[src/rtl/multdiv_ctrl.sv]
// Iterative signed 32-bit multiply (radix-2 Booth) / divide (restoring) unit.
// The unit accepts one operation at a time and gives a one-cycle result-ready pulse.
module multdiv_ctrl #(
   parameter int WIDTH = 32
) (
   input  logic                    clock,
   input  logic                    reset_n,
   input  logic signed [WIDTH-1:0] data_operandA,
   input  logic signed [WIDTH-1:0] data_operandB,
   input  logic                    ctrl_MULT,
   input  logic                    ctrl_DIV,
   output logic signed [WIDTH-1:0] data_result,
   output logic                    data_exception,
   output logic                    data_resultRDY,
   output logic                    busy
);

   localparam int ACC_W = 2*WIDTH + 1;
   localparam int REM_W = WIDTH + 1;
   localparam logic [5:0] LAST = 6'd32;

   typedef enum logic [1:0] {IDLE, MUL, DIV, DONE} state_t;

   state_t            state;
   logic [5:0]        count;
   logic [ACC_W-1:0]  acc;
   logic signed [WIDTH-1:0] mcand;
   logic [REM_W-1:0]  rem;
   logic [WIDTH-1:0]  quo;
   logic [WIDTH-1:0]  dvs;
   logic              neg_q;
   logic              div_zero;

   logic              accept;
   logic              start_mul;
   logic [REM_W:0]    rem_sh;
   logic [REM_W:0]    rem_diff;
   logic [REM_W-1:0]  rem_nxt;
   logic [WIDTH-1:0]  quo_nxt;
   logic [2*WIDTH-1:0] product;

   function automatic logic [WIDTH-1:0] magnitude(input logic signed [WIDTH-1:0] v);
      logic [WIDTH-1:0] u;
      u = v;
      return v[WIDTH-1] ? (~u + WIDTH'(1)) : u;
   endfunction

   // One Booth step: add/subtract in 33 bits so the shifted-in sign survives
   // the -2^31 multiplicand case, then arithmetic-shift the whole accumulator.
   function automatic logic [ACC_W-1:0] booth_step(input logic [ACC_W-1:0] a,
                                                   input logic signed [WIDTH-1:0] m);
      logic signed [WIDTH:0] hi;
      logic signed [WIDTH:0] m_ext;
      logic [ACC_W:0]        wide;
      hi    = {a[ACC_W-1], a[ACC_W-1 -: WIDTH]};
      m_ext = {m[WIDTH-1], m};
      case (a[1:0])
         2'b01:   hi = hi + m_ext;
         2'b10:   hi = hi - m_ext;
         default: hi = hi;
      endcase
      wide = {hi, a[WIDTH:0]};
      return wide[ACC_W:1];
   endfunction

   function automatic logic mul_overflow(input logic [2*WIDTH-1:0] p);
      return (p[2*WIDTH-1:WIDTH-1] != {(WIDTH+1){1'b0}}) &&
             (p[2*WIDTH-1:WIDTH-1] != {(WIDTH+1){1'b1}});
   endfunction

   function automatic logic [WIDTH-1:0] div_apply_sign(input logic [WIDTH-1:0] q,
                                                       input logic neg);
      return neg ? (~q + WIDTH'(1)) : q;
   endfunction

   // A positive quotient of magnitude 2^31 only arises from -2^31 / -1.
   function automatic logic div_overflow(input logic [WIDTH-1:0] q, input logic neg);
      return q[WIDTH-1] & ~neg;
   endfunction

   always_comb begin
      accept    = ((state == IDLE) || (state == DONE)) && (ctrl_MULT || ctrl_DIV);
      start_mul = ctrl_MULT;
      rem_sh    = {rem, quo[WIDTH-1]};
      rem_diff  = rem_sh - {2'b00, dvs};
      rem_nxt   = rem_diff[REM_W] ? rem_sh[REM_W-1:0] : rem_diff[REM_W-1:0];
      quo_nxt   = {quo[WIDTH-2:0], ~rem_diff[REM_W]};
      product   = acc[ACC_W-1:1];
   end

   // Datapath registers: loaded on acceptance, stepped while iterating.
   always_ff @(posedge clock) begin
      if (accept) begin
         mcand    <= data_operandA;
         acc      <= {{WIDTH{1'b0}}, data_operandB, 1'b0};
         rem      <= '0;
         quo      <= magnitude(data_operandA);
         dvs      <= magnitude(data_operandB);
         neg_q    <= data_operandA[WIDTH-1] ^ data_operandB[WIDTH-1];
         div_zero <= (data_operandB == '0);
      end else if ((state == MUL) && (count != LAST)) begin
         acc <= booth_step(acc, mcand);
      end else if ((state == DIV) && (count != LAST)) begin
         rem <= rem_nxt;
         quo <= quo_nxt;
      end
   end

   // Control FSM with registered outputs.
   always_ff @(posedge clock or negedge reset_n) begin
      if (!reset_n) begin
         state          <= IDLE;
         count          <= '0;
         data_result    <= '0;
         data_exception <= 1'b0;
         data_resultRDY <= 1'b0;
         busy           <= 1'b0;
      end else begin
         data_resultRDY <= 1'b0;
         case (state)
            IDLE, DONE: begin
               if (accept) begin
                  state <= start_mul ? MUL : DIV;
                  count <= '0;
                  busy  <= 1'b1;
               end else begin
                  state <= IDLE;
                  busy  <= 1'b0;
               end
            end
            MUL: begin
               if (count == LAST) begin
                  state          <= DONE;
                  busy           <= 1'b0;
                  data_resultRDY <= 1'b1;
                  data_result    <= product[WIDTH-1:0];
                  data_exception <= mul_overflow(product);
               end else begin
                  count <= count + 6'd1;
               end
            end
            DIV: begin
               if (div_zero) begin
                  state          <= DONE;
                  busy           <= 1'b0;
                  data_resultRDY <= 1'b1;
                  data_result    <= '0;
                  data_exception <= 1'b1;
               end else if (count == LAST) begin
                  state          <= DONE;
                  busy           <= 1'b0;
                  data_resultRDY <= 1'b1;
                  data_result    <= div_apply_sign(quo, neg_q);
                  data_exception <= div_overflow(quo, neg_q);
               end else begin
                  count <= count + 6'd1;
               end
            end
            default: begin
               state <= IDLE;
               busy  <= 1'b0;
            end
         endcase
      end
   end

endmodule

[config.mk]
export PLATFORM = sky130hd
export DESIGN_NAME = multdiv_ctrl
export DESIGN_NICKNAME = d
export VERILOG_FILES = /design/src/rtl/multdiv_ctrl.sv
export SDC_FILE = /design/constraint.sdc
export NUM_CORES = 1
export LEC_CHECK = 0
export CORE_MARGIN = 4
export CORE_UTILIZATION = 55
export CTS_CLUSTER_DIAMETER = 40
export DETAILED_ROUTE_END_ITERATION = 12
export PLACE_DENSITY = 0.77
export SYNTH_ARGS = -nofsm -noshare
export SYNTH_HDL_FRONTEND = slang
export SYNTH_SLANG_ARGS = --single-unit
[constraint.sdc]
create_clock -name clock -period 4.05 [get_ports clock]
set_input_delay 0.6075 -clock clock [delete_from_list [all_inputs] [get_ports clock]]
set_output_delay 0.6075 -clock clock [all_outputs]
set_load 0.03 [all_outputs]
== Word level (Yosys, flattened, before mapping) ==
Cells that the tools add are included.
Storage, ports and cells
  output and inout port bits: 35
  register bits: 239
  logic and storage cells: 97
Operators by class
  muxes and demuxes: 34
  bitwise operators: 8
  add/sub/neg operators: 7
  reduce and logical (&&, ||, !) cells: 19
  equality and inequality tests: 13
Operator list (count)
  $mux 32: 8
  $mux 33: 3
  $add 32x1->32 const B: 3
  $not 32->32: 3
  $pmux 33 s2: 1
  $pmux 32 s2: 1
  $sub 34x32->34: 1
  $add 32x32->33: 1
  $ne 33x33->1 const B: 1
  $reduce_bool 33->1: 1
  $sub 32x32->33: 1
  $logic_not 32->1: 1
  $mux 31: 1
  $mux 6: 3
  $pmux 6 s3: 1
  $mux 1: 8
  $mux 2: 4
  $reduce_and 2->1: 4
  $reduce_bool 2->1: 4
  $add 6x1->6 const B: 1
  $eq 2x2->1 const B: 3
  $eq 6x6->1 const B: 1
  $ne 2x2->1 const B: 3
  $ne 6x6->1 const B: 1
  other kinds (14): 22

== Longest topological paths before layout ==
  word-level depth: 6
  gate-level depth with buffers: 16
  mapped depth without buffers: 16

== Worst setup path before layout ==
Ideal clock, no wire load.
  path type: register to register
  start: register mcand[9]
  end: register acc[64]
  data arrival time: 4006 ps
  path buffers: 0
  required time: 3978 ps
  setup time: 72 ps
  path slack: -27 ps
  cell stages (with the launch flop): 16
  path through: edfxtp_1 -> or3_1 -> or3_1 -> nor3_1 -> and3b_1 -> a21oi_1 -> xnor2_1 -> ha_1 -> a21o_1 -> a21o_1 -> a21o_1 -> a31o_2 -> or3b_2 -> o221ai_1 -> mux2i_1 -> mux2i_1
Between the ends
  cells in the longest elaborated chain, start to end: 2
  elaborated cells on any way between the ends: 3
  those cells by class: add/sub: 2; mux: 1
RTL lines
  start: declaration: RTL line 27  | logic signed [WIDTH-1:0] mcand;
  start signal: assignment: RTL line 94  | mcand <= data_operandA;
  $sub 32x32->33 or $add 32x32->33 (tied branches): RTL line 59, 58
  $pmux 33 s2 *: RTL line 57  | case (a[1:0])
  end signal: assignment: RTL line 95  | acc <= {{WIDTH{1'b0}}, data_operandB, 1'b0};
  end signal: assignment: RTL line 102  | acc <= booth_step(acc, mcand);
  end: declaration: RTL line 26  | logic [ACC_W-1:0] acc;
Mark *: on every way between the ends. The rest lies on a longest branch, timed or not.
A chain may end at the register's enable or synchronous reset.

== Final worst setup path ==
  start: register mcand[10]
  end: register acc[60]
The elaborated chain is that of the path after synthesis.

==> qor.yml <==
outcome:
  status: "finished, final reports clean"
worst_setup_path:
  crit_required_ns: 4.51
  ff2ff_path_depth: 15
  reg2reg_slack_ns: 0.01
  path_max_fanout: 6
  cp-end-kind: "register"
  worst_ep_arrival_time_ns: 4.50
  cpPeakStageDelay_ns: 0.43
  worst_path_max_delay_cell: "or3_4"
  cp_cell_sequence: "or3_4 -> or3_4 -> nor3_4 -> buf_4 -> a21oi_1 -> xnor2_1 -> ha_1 -> a21oi_1 -> o21ai_0 -> a211oi_2 -> o21ai_2 -> and3_4 -> o21a_1 -> o311a_1 -> nor3_2"
  critPathKind: "reg2reg"
  reg2reg_from: "mcand[10]"
  startpoint_type: "register"
  regToRegEndpoint: "acc[60]"
detailed_routing:
  firstDrtPassIters: 5
  drc: 0
  drt_wl_total_um: 46000
  wl_per_cell_um: 19.6
  ant_nets: 0
  drt-vias-per-instance: 6.15
  num_vias: 14500
  first_iter_violations: 1349
power_and_ir_drop:
  switchingPower_mw: 7.71
  combPwrFrac_pct: 52.5
  p_int_mw: 9.54
  leakage_nw: 7.68
  finalPower_mw: 17.3
  ir_worst_vdd_uv: 565
  clkPwrFrac_pct: 19.8
  powerDensity_nw_per_um2: 896
  p_sw_share_pct: 44.7
  power_frac_seq_pct: 27.7
grt:
  use_met1_pct: 36.5
  grtUsageTotal_pct: 28.1
  grt_max_degree: 97
  grt_use_met2_pct: 47.0
  first_global_vias: 14000
  grt_antenna_before_repair: 1
  use_met3_pct: 4.98
  top_usage_layer: "met2"
  grt-ovfl-total: 0
  grt_pass1_wl_um: 72000
timing:
  fmax_mhz: 248
  skew_ns: 0.0148
  final-setup-viol-count: 0
  drv_slew: 0
  tightestPinTransition_ns: 1.16
  fin_ws_ns: 0.0129
  layout_min_cycle_time_ns: 4.04
  fin_crit_sh_pct: 99.7
  rsz0062_at_grt: "yes"
  timing.final.hold_violations: 0
  max_slew_margin_pct: 22.1
floorplan:
  die_x_um: 178
  core-area_um2: 28700
  placementRows: 62
  die-area_um2: 31800
  io_pins: 103
  die_h_um: 178
  start_util_pct: 55.6
clock_tree:
  cts_tree: "built"
  htreeDepth: 2
  clk_latency_ns: 0.54
  clock_sinks: 239
  clk_pin_slew_ns: 0.05
  cts_buffers: 41
  cts_root_buf: "clkbuf_16"
  cts_buffer_depth: 3
logic_synthesis:
  synth_cells: 1809
  synth_edf_count: 130
  synth.distinct_cells: 80
  synth-seq-cells: 239
  ys_seq_area_share_pct: 39.5
  synth_async_sr_flop_share_pct: 18.0
  synth_nets: 1952
  postSynthAreaPerCell_um2: 8.83
  syn_area_um2: 16000
  ys.flop_type: "edfxtp_1"
  ys_warn_count: 0
hold_path:
  holdCritPathClass: "in2async"
layout:
  area_delta_synth_final_pct: 20.6
  fin_cells: 2350
  final_cell_mix: "nand2_1 (240), o21ai_0 (178), edfxtp_1 (130)"
  fill_cells: 2354
  final_common_cell: "nand2_1"
  drive_above_1_share_pct: 10.5
  nets: 2076
  antenna_cells: 0
placed_design:
  place_ws_ns: 0.0252
  hpwl_um: 33400
  io_buffers: 102
  place_inst: 2266
  place_congestion: 0.950
flow_run:
  maxCapViolations: 0
synthesized netlist by cell type, types with 7 or more instances:
master	instances	area [um2]
nand2_1	241	905
o21ai_0	183	916
edfxtp_1	130	3900
a21oi_1	125	626
xnor2_1	109	955
nor2_1	90	338
clkbuf_1	81	304
inv_1	79	297
ha_1	73	913
dfxtp_1	66	1320
xor2_1	62	543
dfrtp_1	43	1080
nor3_1	42	210
o31ai_1	38	285
a21o_1	37	278
mux2i_1	33	330
nand3_1	26	130
nor4_1	25	156
or3_1	19	119
a31oi_1	18	113
nand4_1	18	113
a221oi_1	17	149
o211ai_1	16	120
and3_1	14	87.6
nand2b_1	14	87.6
nor2b_1	14	87.6
o41ai_1	13	114
a211oi_1	12	90.1
o21a_1	12	90.1
or4_1	12	90.1
and2_1	11	68.8
o211a_1	10	100
buf_1	9	33.8
nor3b_1	8	60.1
nand3b_1	7	52.6
o21bai_1	7	52.6
sequential cells by signal (all words and copies together) (netlist names), 2 cells and up:
name         cells
acc             65
count            6
data_result     32
rem             33
state            2
mcand           32
dvs             32
quo             32
layer usage:
metal | vias up | wire (um)
li1 | 6891 | -
met3 | 127 | 3070
met1 | 6904 | 19000
met2 | 538 | 22100
met4 | 0 | 1870
met5 | - | 0
logic make-up (layout without fill, tap and decap cells):
kind of cell    after synthesis  count (layout)  synth area share [%]
xor+xnor                    171             171                  9.38
compound gates              546             546                  21.6
fa+ha+maj                    75              75                  5.97
flops                       239             239                  39.5
mux                          35              35                  2.21
simple gates                569             569                  17.3
buf+inv                     174             331                  4.13
worst max-delay path, delay by kind of cell, from the launching register on:
| kind | cells | cell delay (ns) |
|---|---|---|
| simple gates | 5 | 1.38 |
| compound gates | 7 | 1.53 |
| flops | 1 | 0.41 |
| xor+xnor | 1 | 0.13 |
| buf+inv | 1 | 0.15 |
| fa+ha+maj | 1 | 0.36 |
timing repair:
action	in CTS	in global routing
setup buffers	0	8
endpoints found under the setup margin	0	12
hold buffers	0	0
resized for setup	0	41
stage by stage:
step	area, um2	hold WS [ns]	TNS (ns)	util (%)
after floorplan	16000	0.312	0	-
after global placement	17700	0.449	0	61.6
after detailed placement	17700	0.463	0	61.6
after CTS	19000	0.266	0	66.3
after global routing	19300	0.336	-1.37	67.1
final	19300	0.250	0	67.1
power by group through the flow:
stage               logic, mW  clock network, mW  registers, mW
floorplan                5.88                  0           4.82
global placement         8.27                  0           4.74
detailed placement       8.45                  0           4.78
CTS                      8.53               3.45           4.75
global route             9.96               3.57           4.89
finish                   9.06               3.41           4.78
worst max path at each step:
| stage | from | endpoint | slack, ns |
|---|---|---|---|
| after CTS | mcand[9] | acc[63] | 0.004 |
| after detailed placement | mcand[0] | acc[63] | 0.03 |
| final | mcand[10] | acc[60] | 0.01 |
| after global placement | mcand[9] | acc[64] | 0.11 |
| after global routing | mcand[10] | acc[64] | -0.19 |
| after floorplan | mcand[9] | acc[64] | 0.06 |
layout make-up:
class	instances	area [um2]	area share, %
Inverter	79	299	1.55
Clock inverter	28	264	1.37
Sequential cell	239	6300	32.7
Tap cell	384	480	2.49
Timing Repair Buffer	176	1600	8.29
Multi-Input combinational cell	1396	9230	47.9
Clock buffer	48	1090	5.68
Note: power is estimated with default switching activity, not from simulation.
